**src/rtl/mips_multicycle_control_if.sv**
```systemverilog
// -----------------------------------------------------------------------------
// mips_multicycle_control_if
// Bundles the instruction/flag inputs and all datapath control outputs of the
// multicycle MIPS controller.
//   master : the controller (samples Opcode/Funct/ALU flags, drives controls)
//   slave  : the datapath side (drives Opcode/Funct/ALU flags, samples controls)
// -----------------------------------------------------------------------------
interface mips_multicycle_control_if;
    logic [5:0] Opcode;
    logic [5:0] Funct;
    logic       ALU_zero;
    logic       ALU_overflow;

    logic       Dp_reset;
    logic       PC_load;
    logic       PCWrite;
    logic       PCWriteCond;
    logic       IorD;
    logic       wr;
    logic       MemtoReg;
    logic       IRWrite;
    logic       ALUSrcA;
    logic       RegWrite;
    logic       RegDst;
    logic       A_load;
    logic       B_load;
    logic       MDR_load;
    logic       ALUOut_load;
    logic       EPC_load;
    logic [1:0] PCSource;
    logic [1:0] ALUSrcB;
    logic [2:0] ALU_sel;
    logic       Cause;
    logic [3:0] State;

    modport master (
        input  Opcode, Funct, ALU_zero, ALU_overflow,
        output Dp_reset, PC_load, PCWrite, PCWriteCond, IorD, wr, MemtoReg,
               IRWrite, ALUSrcA, RegWrite, RegDst, A_load, B_load, MDR_load,
               ALUOut_load, EPC_load, PCSource, ALUSrcB, ALU_sel, Cause, State
    );

    modport slave (
        output Opcode, Funct, ALU_zero, ALU_overflow,
        input  Dp_reset, PC_load, PCWrite, PCWriteCond, IorD, wr, MemtoReg,
               IRWrite, ALUSrcA, RegWrite, RegDst, A_load, B_load, MDR_load,
               ALUOut_load, EPC_load, PCSource, ALUSrcB, ALU_sel, Cause, State
    );
endinterface

```
**src/rtl/mips_multicycle_control.sv**
```systemverilog
// -----------------------------------------------------------------------------
// mips_multicycle_control
// Moore control FSM for the multicycle MIPS datapath (add/sub/and/xor, addi,
// lw, sw, beq, bne, j). Invalid opcodes/functs and signed overflow divert
// into an exception sequence that saves EPC and loads the exception vector.
// Ports:
//   Clk    : system clock, rising edge
//   Reset  : asynchronous active-high reset, forces RESET
//   bus    : master modport of mips_multicycle_control_if (IR fields, ALU
//            flags in; datapath controls, Cause and State out)
//
// state      | meaning
// -----------+-----------------------------------------------------------
// RESET      | clear datapath registers (Dp_reset)
// FETCH      | memory read at PC
// FETCH_WAIT | load IR, PC <- PC + 4
// DECODE     | load A/B, ALUOut <- branch target, dispatch on opcode
// MEM_ADDR   | ALUOut <- A + sign-extended imm
// MEM_READ   | memory read at ALUOut
// MEM_WAIT   | load MDR
// MEM_WB     | rt <- MDR
// MEM_WRITE  | memory write at ALUOut
// R_EXEC     | ALUOut <- A op B
// R_WB       | rd <- ALUOut
// ADDI_EXEC  | ALUOut <- A + sign-extended imm
// ADDI_WB    | rt <- ALUOut
// BRANCH     | compare A - B, conditional PC <- ALUOut
// JUMP       | PC <- jump target
// EXCEPTION  | EPC <- PC - 4, PC <- exception vector
// -----------------------------------------------------------------------------
module mips_multicycle_control #(
    parameter logic [1:0] EXC_VECTOR_SEL = 2'b11
) (
    input  logic                        Clk,
    input  logic                        Reset,
    mips_multicycle_control_if.master   bus
);

    typedef enum logic [3:0] {
        S_RESET      = 4'd0,
        S_FETCH      = 4'd1,
        S_FETCH_WAIT = 4'd2,
        S_DECODE     = 4'd3,
        S_MEM_ADDR   = 4'd4,
        S_MEM_READ   = 4'd5,
        S_MEM_WAIT   = 4'd6,
        S_MEM_WB     = 4'd7,
        S_MEM_WRITE  = 4'd8,
        S_R_EXEC     = 4'd9,
        S_R_WB       = 4'd10,
        S_ADDI_EXEC  = 4'd11,
        S_ADDI_WB    = 4'd12,
        S_BRANCH     = 4'd13,
        S_JUMP       = 4'd14,
        S_EXCEPTION  = 4'd15
    } state_t;

    localparam logic [2:0] ALU_ADD = 3'b001;
    localparam logic [2:0] ALU_SUB = 3'b010;
    localparam logic [2:0] ALU_AND = 3'b011;
    localparam logic [2:0] ALU_XOR = 3'b110;

    localparam logic [5:0] OP_RTYPE = 6'h00;
    localparam logic [5:0] OP_J     = 6'h02;
    localparam logic [5:0] OP_BEQ   = 6'h04;
    localparam logic [5:0] OP_BNE   = 6'h05;
    localparam logic [5:0] OP_ADDI  = 6'h08;
    localparam logic [5:0] OP_LW    = 6'h23;
    localparam logic [5:0] OP_SW    = 6'h2B;

    localparam logic [5:0] FN_ADD = 6'h20;
    localparam logic [5:0] FN_SUB = 6'h22;
    localparam logic [5:0] FN_AND = 6'h24;
    localparam logic [5:0] FN_XOR = 6'h26;

    state_t state_q, state_d;
    logic   cause_q, cause_d;

    logic       dp_reset, pc_write, pc_write_cond, iord, wr, mem_to_reg, ir_write;
    logic       alu_src_a, reg_write, reg_dst, a_load, b_load, mdr_load;
    logic       aluout_load, epc_load;
    logic [1:0] pc_source, alu_src_b;
    logic [2:0] alu_sel;

    logic funct_valid;
    logic funct_arith;
    logic is_bne;

    assign funct_valid = (bus.Funct == FN_ADD) || (bus.Funct == FN_SUB) ||
                         (bus.Funct == FN_AND) || (bus.Funct == FN_XOR);
    // Only add/sub trap on overflow; logical ops never do.
    assign funct_arith = (bus.Funct == FN_ADD) || (bus.Funct == FN_SUB);
    assign is_bne      = (bus.Opcode == OP_BNE);

    always_ff @(posedge Clk or posedge Reset) begin
        if (Reset) begin
            state_q <= S_RESET;
            cause_q <= 1'b0;
        end else begin
            state_q <= state_d;
            cause_q <= cause_d;
        end
    end

    always_comb begin
        state_d       = state_q;
        cause_d       = cause_q;
        dp_reset      = 1'b0;
        pc_write      = 1'b0;
        pc_write_cond = 1'b0;
        iord          = 1'b0;
        wr            = 1'b0;
        mem_to_reg    = 1'b0;
        ir_write      = 1'b0;
        alu_src_a     = 1'b0;
        reg_write     = 1'b0;
        reg_dst       = 1'b0;
        a_load        = 1'b0;
        b_load        = 1'b0;
        mdr_load      = 1'b0;
        aluout_load   = 1'b0;
        epc_load      = 1'b0;
        pc_source     = 2'b00;
        alu_src_b     = 2'b00;
        alu_sel       = 3'b000;

        case (state_q)
            S_RESET: begin
                dp_reset = 1'b1;
                state_d  = S_FETCH;
            end
            S_FETCH: begin
                state_d = S_FETCH_WAIT;
            end
            S_FETCH_WAIT: begin
                ir_write  = 1'b1;
                alu_src_b = 2'b01;
                alu_sel   = ALU_ADD;
                pc_write  = 1'b1;
                state_d   = S_DECODE;
            end
            S_DECODE: begin
                a_load      = 1'b1;
                b_load      = 1'b1;
                alu_src_b   = 2'b11;
                alu_sel     = ALU_ADD;
                aluout_load = 1'b1;
                case (bus.Opcode)
                    OP_LW, OP_SW:   state_d = S_MEM_ADDR;
                    OP_ADDI:        state_d = S_ADDI_EXEC;
                    OP_BEQ, OP_BNE: state_d = S_BRANCH;
                    OP_J:           state_d = S_JUMP;
                    OP_RTYPE: begin
                        if (funct_valid) begin
                            state_d = S_R_EXEC;
                        end else begin
                            state_d = S_EXCEPTION;
                            cause_d = 1'b0;
                        end
                    end
                    default: begin
                        state_d = S_EXCEPTION;
                        cause_d = 1'b0;
                    end
                endcase
            end
            S_MEM_ADDR: begin
                alu_src_a   = 1'b1;
                alu_src_b   = 2'b10;
                alu_sel     = ALU_ADD;
                aluout_load = 1'b1;
                state_d     = (bus.Opcode == OP_LW) ? S_MEM_READ : S_MEM_WRITE;
            end
            S_MEM_READ: begin
                iord    = 1'b1;
                state_d = S_MEM_WAIT;
            end
            S_MEM_WAIT: begin
                iord     = 1'b1;
                mdr_load = 1'b1;
                state_d  = S_MEM_WB;
            end
            S_MEM_WB: begin
                mem_to_reg = 1'b1;
                reg_write  = 1'b1;
                state_d    = S_FETCH;
            end
            S_MEM_WRITE: begin
                iord    = 1'b1;
                wr      = 1'b1;
                state_d = S_FETCH;
            end
            S_R_EXEC: begin
                alu_src_a   = 1'b1;
                aluout_load = 1'b1;
                case (bus.Funct)
                    FN_SUB:  alu_sel = ALU_SUB;
                    FN_AND:  alu_sel = ALU_AND;
                    FN_XOR:  alu_sel = ALU_XOR;
                    default: alu_sel = ALU_ADD;
                endcase
                if (bus.ALU_overflow && funct_arith) begin
                    state_d = S_EXCEPTION;
                    cause_d = 1'b1;
                end else begin
                    state_d = S_R_WB;
                end
            end
            S_R_WB: begin
                reg_dst   = 1'b1;
                reg_write = 1'b1;
                state_d   = S_FETCH;
            end
            S_ADDI_EXEC: begin
                alu_src_a   = 1'b1;
                alu_src_b   = 2'b10;
                alu_sel     = ALU_ADD;
                aluout_load = 1'b1;
                if (bus.ALU_overflow) begin
                    state_d = S_EXCEPTION;
                    cause_d = 1'b1;
                end else begin
                    state_d = S_ADDI_WB;
                end
            end
            S_ADDI_WB: begin
                reg_write = 1'b1;
                state_d   = S_FETCH;
            end
            S_BRANCH: begin
                alu_src_a     = 1'b1;
                alu_sel       = ALU_SUB;
                pc_source     = 2'b01;
                pc_write_cond = 1'b1;
                state_d       = S_FETCH;
            end
            S_JUMP: begin
                pc_source = 2'b10;
                pc_write  = 1'b1;
                state_d   = S_FETCH;
            end
            S_EXCEPTION: begin
                // ALU computes PC-4 for EPC; the new PC comes from the vector mux input.
                alu_src_b = 2'b01;
                alu_sel   = ALU_SUB;
                epc_load  = 1'b1;
                pc_source = EXC_VECTOR_SEL;
                pc_write  = 1'b1;
                state_d   = S_FETCH;
            end
            default: begin
                state_d = S_RESET;
            end
        endcase
    end

    assign bus.Dp_reset    = dp_reset;
    assign bus.PCWrite     = pc_write;
    assign bus.PCWriteCond = pc_write_cond;
    assign bus.IorD        = iord;
    assign bus.wr          = wr;
    assign bus.MemtoReg    = mem_to_reg;
    assign bus.IRWrite     = ir_write;
    assign bus.ALUSrcA     = alu_src_a;
    assign bus.RegWrite    = reg_write;
    assign bus.RegDst      = reg_dst;
    assign bus.A_load      = a_load;
    assign bus.B_load      = b_load;
    assign bus.MDR_load    = mdr_load;
    assign bus.ALUOut_load = aluout_load;
    assign bus.EPC_load    = epc_load;
    assign bus.PCSource    = pc_source;
    assign bus.ALUSrcB     = alu_src_b;
    assign bus.ALU_sel     = alu_sel;
    assign bus.Cause       = cause_q;
    assign bus.State       = state_q;
    // bne inverts the zero test; PCWrite-driven loads are unconditional.
    assign bus.PC_load     = pc_write | (pc_write_cond & (bus.ALU_zero ^ is_bne));

endmodule

```
**src/flat_wrapper.sv**
```systemverilog
// flat-port wrapper written by rule: the top's interface ports become plain ports
module mips_multicycle_control_flat 
#(
    parameter logic [1:0] EXC_VECTOR_SEL = 2'b11
)
  (Clk, Reset, bus_Opcode, bus_Funct, bus_ALU_zero, bus_ALU_overflow, bus_Dp_reset, bus_PC_load, bus_PCWrite, bus_PCWriteCond, bus_IorD, bus_wr, bus_MemtoReg, bus_IRWrite, bus_ALUSrcA, bus_RegWrite, bus_RegDst, bus_A_load, bus_B_load, bus_MDR_load, bus_ALUOut_load, bus_EPC_load, bus_PCSource, bus_ALUSrcB, bus_ALU_sel, bus_Cause, bus_State);
  mips_multicycle_control_if bus_i ();
  input  logic Clk;
  input  logic Reset;
  input wire logic [$bits(bus_i.Opcode)-1:0] bus_Opcode;
  input wire logic [$bits(bus_i.Funct)-1:0] bus_Funct;
  input wire logic [$bits(bus_i.ALU_zero)-1:0] bus_ALU_zero;
  input wire logic [$bits(bus_i.ALU_overflow)-1:0] bus_ALU_overflow;
  output wire logic [$bits(bus_i.Dp_reset)-1:0] bus_Dp_reset;
  output wire logic [$bits(bus_i.PC_load)-1:0] bus_PC_load;
  output wire logic [$bits(bus_i.PCWrite)-1:0] bus_PCWrite;
  output wire logic [$bits(bus_i.PCWriteCond)-1:0] bus_PCWriteCond;
  output wire logic [$bits(bus_i.IorD)-1:0] bus_IorD;
  output wire logic [$bits(bus_i.wr)-1:0] bus_wr;
  output wire logic [$bits(bus_i.MemtoReg)-1:0] bus_MemtoReg;
  output wire logic [$bits(bus_i.IRWrite)-1:0] bus_IRWrite;
  output wire logic [$bits(bus_i.ALUSrcA)-1:0] bus_ALUSrcA;
  output wire logic [$bits(bus_i.RegWrite)-1:0] bus_RegWrite;
  output wire logic [$bits(bus_i.RegDst)-1:0] bus_RegDst;
  output wire logic [$bits(bus_i.A_load)-1:0] bus_A_load;
  output wire logic [$bits(bus_i.B_load)-1:0] bus_B_load;
  output wire logic [$bits(bus_i.MDR_load)-1:0] bus_MDR_load;
  output wire logic [$bits(bus_i.ALUOut_load)-1:0] bus_ALUOut_load;
  output wire logic [$bits(bus_i.EPC_load)-1:0] bus_EPC_load;
  output wire logic [$bits(bus_i.PCSource)-1:0] bus_PCSource;
  output wire logic [$bits(bus_i.ALUSrcB)-1:0] bus_ALUSrcB;
  output wire logic [$bits(bus_i.ALU_sel)-1:0] bus_ALU_sel;
  output wire logic [$bits(bus_i.Cause)-1:0] bus_Cause;
  output wire logic [$bits(bus_i.State)-1:0] bus_State;
  assign bus_i.Opcode = bus_Opcode;
  assign bus_i.Funct = bus_Funct;
  assign bus_i.ALU_zero = bus_ALU_zero;
  assign bus_i.ALU_overflow = bus_ALU_overflow;
  assign bus_Dp_reset = bus_i.Dp_reset;
  assign bus_PC_load = bus_i.PC_load;
  assign bus_PCWrite = bus_i.PCWrite;
  assign bus_PCWriteCond = bus_i.PCWriteCond;
  assign bus_IorD = bus_i.IorD;
  assign bus_wr = bus_i.wr;
  assign bus_MemtoReg = bus_i.MemtoReg;
  assign bus_IRWrite = bus_i.IRWrite;
  assign bus_ALUSrcA = bus_i.ALUSrcA;
  assign bus_RegWrite = bus_i.RegWrite;
  assign bus_RegDst = bus_i.RegDst;
  assign bus_A_load = bus_i.A_load;
  assign bus_B_load = bus_i.B_load;
  assign bus_MDR_load = bus_i.MDR_load;
  assign bus_ALUOut_load = bus_i.ALUOut_load;
  assign bus_EPC_load = bus_i.EPC_load;
  assign bus_PCSource = bus_i.PCSource;
  assign bus_ALUSrcB = bus_i.ALUSrcB;
  assign bus_ALU_sel = bus_i.ALU_sel;
  assign bus_Cause = bus_i.Cause;
  assign bus_State = bus_i.State;
  mips_multicycle_control #(.EXC_VECTOR_SEL(EXC_VECTOR_SEL)) u_core (.Clk(Clk), .Reset(Reset), .bus(bus_i));
endmodule
```
**config.mk**
```make
export PLATFORM = sky130hd
export DESIGN_NAME = mips_multicycle_control_flat
export DESIGN_NICKNAME = d
export VERILOG_FILES = /design/src/rtl/mips_multicycle_control_if.sv /design/src/rtl/mips_multicycle_control.sv /design/src/flat_wrapper.sv
export SDC_FILE = /design/constraint.sdc
export NUM_CORES = 1
export LEC_CHECK = 0
export CAP_MARGIN = 25
export CORE_MARGIN = 3
export CORE_UTILIZATION = 40
export CTS_CLUSTER_DIAMETER = 80
export DETAILED_ROUTE_END_ITERATION = 16
export GPL_TIMING_DRIVEN = 0
export MAX_ROUTING_LAYER = met4
export PLACE_DENSITY = 0.88
export SLEW_MARGIN = 20
export SYNTH_ARGS = -nofsm -noshare
export SYNTH_HDL_FRONTEND = slang
export SYNTH_SLANG_ARGS = --single-unit
```
**constraint.sdc**
```tcl
create_clock -name Clk -period 3.55 [get_ports Clk]
set_input_delay 0.8875 -clock Clk [delete_from_list [all_inputs] [get_ports Clk]]
set_output_delay 0.8875 -clock Clk [all_outputs]
set_load 0.005 [all_outputs]
```
## After elaboration in Yosys (flattened, before gate mapping)

Cells that the tools add are included.

| word-level totals | value |
|---|---|
| logic and storage cells | 84 |
| register bits after elaboration | 5 |
| bits of input ports | 16 |

| cells by class | value |
|---|---|
| bitwise gates (word level) | 3 |
| equality and inequality tests | 29 |
| muxes and demuxes | 29 |
| reductions and logical operators | 21 |

Operators with widths:

| operator | number |
|---|---|
| $eq A6 B6 Y1 const B | 6 |
| $pmux W4 S9 | 1 |
| $eq A4 B4 Y1 const B | 8 |
| $pmux W4 S5 | 1 |
| $pmux W3 S3 | 2 |
| $mux W1 | 17 |
| $eq A4 B3 Y1 const B | 4 |
| $eq A6 B3 Y1 const B | 2 |
| $pmux W2 S3 | 2 |
| $reduce_or A4 Y1 | 3 |
| $reduce_or A2 Y1 | 5 |
| $reduce_or A3 Y1 | 3 |
| $eq A4 B2 Y1 const B | 2 |
| $reduce_or A8 Y1 | 1 |
| $eq A6 B2 Y1 const B | 1 |
| $eq A6 B4 Y1 const B | 1 |
| $logic_not A6 Y1 | 1 |
| $mux W3 | 2 |
| $reduce_or A6 Y1 | 1 |
| $reduce_and A5 Y1 | 1 |
| $eq A4 B1 Y1 const B | 1 |
| $logic_not A4 Y1 | 1 |
| $mux W4 | 1 |
| $ne A2 B2 Y1 const B | 2 |
| 11 further kinds | 13 |

## Depth between registers and ports, before layout

Gate-level depths: netlist of the first run.

| depth | value |
|---|---|
| word-level depth | 7 |
| depth in mapped cells | 5 |

## Least setup slack after synthesis of the first run

OpenSTA, ideal clock, no wires.

| path | value |
|---|---|
| path type | in2out |
| start point | input port bus_Funct[0] |
| end point | output port bus_ALU_sel[1] |
| path buffers | 0 |
| cell stages on the path | 3 |
| path slack | 1057 ps |
| data arrival time | 1606 ps |
| path through | nor4b_4 -> nand4b_1 -> o21ai_1 |

| between the ends | value |
|---|---|
| word-level cells in the longest chain between the ends | 3 |
| elaborated cells between the ends (all ways) | 5 |
| classes of those cells | eq/ne (3); mux (2) |

RTL lines:

| element | RTL line | source |
|---|---|---|
| start, declared | flat_wrapper.sv:11 | `input wire logic [$bits(bus_i.Funct)-1:0] bus_Funct;` |
| $eq A6 B6 Y1 | mips_multicycle_control.sv:196 | `case (bus.Funct)` |
| $pmux W3 S3 * | mips_multicycle_control.sv:196 |  |
| $pmux W3 S3 * | mips_multicycle_control.sv:127 | `case (state_q)` |
| end, declared | flat_wrapper.sv:32 | `output wire logic [$bits(bus_i.ALU_sel)-1:0] bus_ALU_sel;` |

Every way passes the cells marked *; elsewhere a longest branch is shown, timed or not.

## Worst setup path after layout of the first run

| path | value |
|---|---|
| start point | input port bus_Funct[4] |
| end point | output port bus_ALU_sel[0] |

The elaborated chain is that of the path after synthesis.

==> results of run 1 <==
[tightest hold or removal path, stage by stage, from the launching register on]
cell and delay (ps):
dfrtp_1 360, o21ai_0 110, nand3_1 90
[power groups by stage]
| stage | Combinational [W] | Clock, W | Sequential (W) |
|---|---|---|---|
| 2_1_floorplan | 0.000357 | 0 | 0.000111 |
| 3_3_place_gp | 0.000689 | 0 | 0.000115 |
| 3_5_place_dp | 0.000713 | 0 | 0.000115 |
| 4_1_cts | 0.000716 | 0.0000705 | 0.000115 |
| 5_1_grt | 0.000785 | 0.0000759 | 0.000120 |
| 6_report | 0.000721 | 0.0000652 | 0.000118 |
[final cells by class]
type	count	area (µm²)	share of cell area (%)
clock buffers	4	26.28	2.104
flip-flops and latches	5	125.1	10.02
well taps	25	31.28	2.505
repair buffers	43	430.4	34.47
multi-input cells	87	566.8	45.39
inverters	7	26.28	2.104
plain buffers	9	42.54	3.407
[Yosys cell counts (2+ instances only)]
library cell | n | share of area, %
nor3_1 | 4 | 2.7
inv_1 | 7 | 3.5
nor2b_1 | 3 | 2.5
a21oi_1 | 5 | 3.3
o31ai_1 | 2 | 2.0
nand3_1 | 4 | 2.7
buf_2 | 4 | 2.7
o21ai_0 | 4 | 2.7
o21a_1 | 2 | 2.0
mux2i_1 | 2 | 2.7
o22ai_1 | 3 | 2.5
a31oi_1 | 2 | 1.7
xnor2_1 | 2 | 2.3
nor2_1 | 10 | 5.0
nand2_1 | 14 | 7.0
dfrtp_1 | 5 | 17
or3_1 | 2 | 1.7
clkbuf_1 | 4 | 2.0
nor4_1 | 2 | 1.7
nand2b_1 | 5 | 4.2
[worst max path at each step]
stage	slack, ps	to	cells after the start
2_1_floorplan	1060	bus_ALU_sel[1]	3
3_3_place_gp	-30	bus_ALU_sel[1]	5
3_5_place_dp	-30	bus_ALU_sel[1]	5
4_1_cts	30	bus_PC_load	6
5_1_grt	10	bus_ALU_sel[0]	6
6_report	100	bus_ALU_sel[0]	6
[registers in the layout, indices dropped and copies added (netlist names)]
signal and count:
u_core.bus.State 4, u_core.bus.Cause 1
[metrics by stage]
| stage | utilization, % | area, µm² | cells | hold slack (ps) |
|---|---|---|---|---|
| 3_5_place_dp | 69.03 | 1205 | 175 | 577.3 |
| 4_1_cts | 70.97 | 1239 | 180 | 593.3 |
| 6_report | 71.54 | 1249 | 180 | 600.8 |
| 3_3_place_gp | 69.03 | 1205 | 175 | 542.2 |
| 5_1_grt | 71.54 | 1249 | 180 | 630.3 |
| 2_1_floorplan | - | 753.2 | 108 | 522.5 |
[cell families after synthesis]
kind of cell / synth area share, %
compound gates: 29.57
xor+xnor: 2.326
buf+inv: 9.137
flops: 16.61
mux: 2.658
simple gates: 39.70
[repair_timing]
| item | 4_1_cts | 5_1_grt |
|---|---|---|
| cloned | 0 | 0 |
| setup endpoints to repair | 1 | 1 |
| setup buffers | 1 | 0 |
| hold endpoints to repair | 0 | 0 |
| pin swaps | 1 | 0 |
| gates resized for setup | 0 | 3 |
[per-layer routing]
metal / GRT usage, % / part of all wire [%]
met4: 10.14 / 0.83
met1: 25.79 / 40
met3: 3.364 / 7.7
met2: 41.29 / 52
met5: - / 0
==> flow_summary.toml, run 1 <==
[drt]
vias = 1018
detail_route.vias_per_cell = 5.656
drt_wl_total_um = 2642
ant_nets = 0
drt_iter0_drc = 58
drc = 0
firstDrtPassIters = 4
wl_per_cell_um = 14.68

[sta]
clock.fmax_ghz = 0.2894
hold_violations = 0
finalSetupViolations = 0
fin_ws_ps = 95.11
worstMarginPinSlew_ps = 522.6
layout_min_cycle_time_ps = 3455
final.setup.tns_ps = 0
rsz0062_at_grt = "false"
clock_skew_ps = 0.5968
slew_violations = 0
slew_headroom_pct = 64.89
fin_crit_sh_pct = 97.32

[power]
p_int_w = 0.0005058
power_w = 0.0009033
p_per_area_nw_per_um2 = 723.4
p_sw_share_pct = 44.00
seq_power_share_pct = 13.0
switchingPower_w = 0.0003975
power_frac_clock_pct = 7.2
vdd_drop_max_mv = 0.5699
comb_power_share_pct = 79.8
leakagePower_nw = 0.5105

[worst_setup_path]
crit_arrival_ps = 2570
startpoint = "bus_Funct[4]"
r2r_end = "u_core.bus.Cause"
required_ps = 2660
rr_worst_depth = 4
crit_slowest_cell = "clkdlybuf4s50_1"
cp-start-kind = "input port"
crit_top_cell = "clkdlybuf4s50_1"
slowest_delay_ps = 540
cp_max_fo = 6
r2r_setup_slack_ps = 1930
r2r_start = "u_core.bus.State[2]"
crit_family = "buffers and inverters"
crit_path_cell_trace = "clkdlybuf4s50_1 > nor4b_4 > buf_4 > and3b_1 > o31ai_1 > clkdlybuf4s50_1"
cp-end-kind = "output pin"
path_class = "in -> out"
cp_num_buf_inv = 3

[worst_hold_path]
hold-path-endpoint = "u_core.bus.Cause"
hold_path.startpoint = "u_core.bus.Cause"
min_path_cells = 2
hold_class = "reg -> reg"

[yosys]
ys_async_sr_fraction_pct = 100.0
syn-num-nets = 124
synth.ff_latch_count = 5
syn_avg_cell_area_um2 = 6.974
synthFlopType = "dfrtp_1"
yosysWarningCount = 0
yosysUniqueCellTypes = 42
ys_seq_area_share_pct = 16.61
syn_area_um2 = 753.2
synth_edf_count = 0
netlist_instances = 108

[cells_and_area]
layout_common_cells = "clkdlybuf4s50_1, nand2_1, nor2_1"
insertedDiodeCount = 0
drive_above_1_share_pct = 9.032
areaGrowthSynthToFinish_pct = 65.78
nets = 172
layout_commonest_cell = "clkdlybuf4s50_1"
fill_cells = 157

[job]
drv_cap = 0

[floorplanning]
rows = 15
die_y_um = 49.40
fp.dieArea_um2 = 2440
core_um2 = 1745
ios = 44
start_util_pct = 43.15
die_x_um = 49.40

[global_routing]
grt_antenna_before_repair = 0
grt_max_degree = 11
track_usage_pct = 23.32
grt_pass1_wl_um = 4278
overflow = 0
grt_pass1_vias = 952

[clock_tree]
ctsHoldBuffers = 0
cts_tree = "done"
numCtsBuffers = 3
clock_sinks = 5
root_buffer = "clkbuf_4"
htree_levels = 1
clk_latency_ps = 240
clkTransAtPathRegs_ps = 40
clock_path_buffers = 2

[status]
outcome = "finished, final reports clean"

[place]
port_buffers = 42
dp_hpwl_um = 2109
dp_slack_ps = -28.85
gp_congestion = 0.9170
Note: power is estimated with default switching activity, not from simulation.
==> inputs of run 2 (changes only) <==
--- a/config.mk
+++ b/config.mk
@@ -6,7 +6,7 @@
 export NUM_CORES = 1
 export LEC_CHECK = 0
 export CAP_MARGIN = 25
-export CORE_MARGIN = 3
+export CORE_MARGIN = 2
 export CORE_UTILIZATION = 40
 export CTS_CLUSTER_DIAMETER = 80
 export DETAILED_ROUTE_END_ITERATION = 16
==> constraint.sdc (replaced) <==
create_clock -name Clk -period 3.55 [get_ports Clk]
set_input_delay 0.8875 -clock Clk [delete_from_list [all_inputs] [get_ports Clk]]
set_output_delay 0.8875 -clock Clk [all_outputs]
set_load 0.1 [all_outputs]
==> flow_summary.toml, run 2 (synthesis results as in run 1) <==
[sta]
slew_headroom_pct = 34.44
rsz0062_at_grt = "false"
final.setup.tns_ps = 0
worstMarginPinSlew_ps = 980.3
clock_skew_ps = 1.475
hold_violations = 0
whs_ps = 556.5
fin_crit_sh_pct = 97.28
slew_violations = 0
finalSetupViolations = 0
layout_min_cycle_time_ps = 3454
clock.fmax_ghz = 0.2896

[worst_hold_path]
hold_path.startpoint = "u_core.bus.Cause"
min_path_cells = 2
hold_class = "reg -> reg"
hold-path-endpoint = "u_core.bus.Cause"

[global_routing]
grt_pass1_wl_um = 3801
track_usage_pct = 23.85
grt_pass1_vias = 879
grt_max_degree = 11
overflow = 0
grt_antenna_before_repair = 0

[worst_setup_path]
crit_path_cell_trace = "clkbuf_1 > nor3_2 > clkdlybuf4s50_1"
cp_max_fo = 10
r2r_setup_slack_ps = 1950
crit_arrival_ps = 2570
required_ps = 2660
path_class = "reg -> out"
crit_family = "buffers and inverters"
cp-start-kind = "register"
rr_worst_depth = 5
slowest_delay_ps = 1200
r2r_end = "u_core.bus.State[1]"
crit_slowest_cell = "clkdlybuf4s50_1"
cp_num_buf_inv = 2
r2r_start = "u_core.bus.State[2]"
cp-end-kind = "output pin"

[clock_tree]
root_buffer = "clkbuf_4"
clk_latency_ps = 240
ctsHoldBuffers = 0
clock_path_buffers = 2
cts_tree = "done"
clkTransAtPathRegs_ps = 40
numCtsBuffers = 3
clock_sinks = 5
htree_levels = 1

[floorplanning]
ios = 44
start_util_pct = 43.15
die_y_um = 47.40
die_x_um = 47.40
rows = 15
core_um2 = 1745
fp.dieArea_um2 = 2246

[cells_and_area]
utilization_pct = 74.48
stdcell_area_um2 = 1300
layout_common_cells = "clkdlybuf4s50_1, nand2_1, nor2_1"
regArea_um2 = 126.4
fill_cells = 153
insertedDiodeCount = 0
layout_commonest_cell = "clkdlybuf4s50_1"
nets = 173
largest_reg_flops = 4
multi_input_area_um2 = 630.6
drive_above_1_share_pct = 23.08
areaGrowthSynthToFinish_pct = 72.59

[job]
drv_cap = 0

[drt]
ant_nets = 0
wl_per_cell_um = 12.82
firstDrtPassIters = 4
drc = 0
drt_wl_total_um = 2321
drt_iter0_drc = 12
vias = 961
detail_route.vias_per_cell = 5.309

[place]
port_buffers = 42
gp_congestion = 0.8899
placed_cell_area_um2 = 1281
dp_hpwl_um = 1949

[status]
outcome = "finished, final reports clean"
run 2: cell types whose count changed in the layout (fill, tap and decap cells not counted), moves of 2 or more:
cell | previous run | this run
clkdlybuf4s50_1 | 41 | 26
clkbuf_2 | 0 | 3
dlygate4sd2_1 | 0 | 5
nor2_2 | 0 | 2
o31ai_1 | 2 | 0
buf_4 | 2 | 4
nor3_1 | 3 | 1
nor2_1 | 10 | 7
dlymetal6s2s_1 | 1 | 3
run 2: worst max path at each step:
| stage | from | to | slack (ps) | cells after the start |
|---|---|---|---|---|
| after detailed placement | bus_Funct[0] | bus_ALU_sel[1] | -730 | 5 |
| after global routing | u_core.bus.State[2] | bus_A_load | 8 | 3 |
| after global placement | bus_Funct[0] | bus_ALU_sel[1] | -720 | 5 |
| after floorplan | u_core.bus.State[1] | bus_PC_load | -680 | 4 |
| after CTS | bus_Opcode[5] | bus_PC_load | 3 | 6 |
| final | u_core.bus.State[2] | bus_A_load | 100 | 3 |
run 2: area by class of cell:
cell class / count / share of cell area [%]
clock buffer: 4 / 2.021
multi-input combinational: 87 / 48.51
timing repair buffer: 44 / 31.76
tap: 25 / 2.406
sequential: 5 / 9.721
buffer: 9 / 3.272
inverter: 7 / 2.310
run 2: worst min-delay path, cell delays in order (launching register included):
cell     delay (ps)
dfrtp_1         360
o21ai_0          90
nand3_1          70
run 2: what timing repair did:
item                       4_1_cts  5_1_grt
setup endpoints to repair       13       11
pin swaps                        0        1
buffers inserted                 0        2
resized for setup               29       10
run 2: metrics by stage:
step / setup WS [ps] / instances
2_1_floorplan: -679.0 / 108
3_3_place_gp: -720.3 / 175
3_5_place_dp: -730.7 / 175
4_1_cts: 2.773 / 179
5_1_grt: 8.263 / 181
6_report: 96.42 / 181
run 2: per-layer routing:
| layer | track usage, % | share of wire [%] |
|---|---|---|
| met3 | 0 | 3.1 |
| met4 | 6.111 | 0 |
| met1 | 32.71 | 45 |
| met2 | 38.92 | 52 |
| met5 | - | 0 |
Power of run 2 is left out: the tool's default activity adds up to more than one toggle a clock period on the data nets, which glitch-free logic cannot reach.
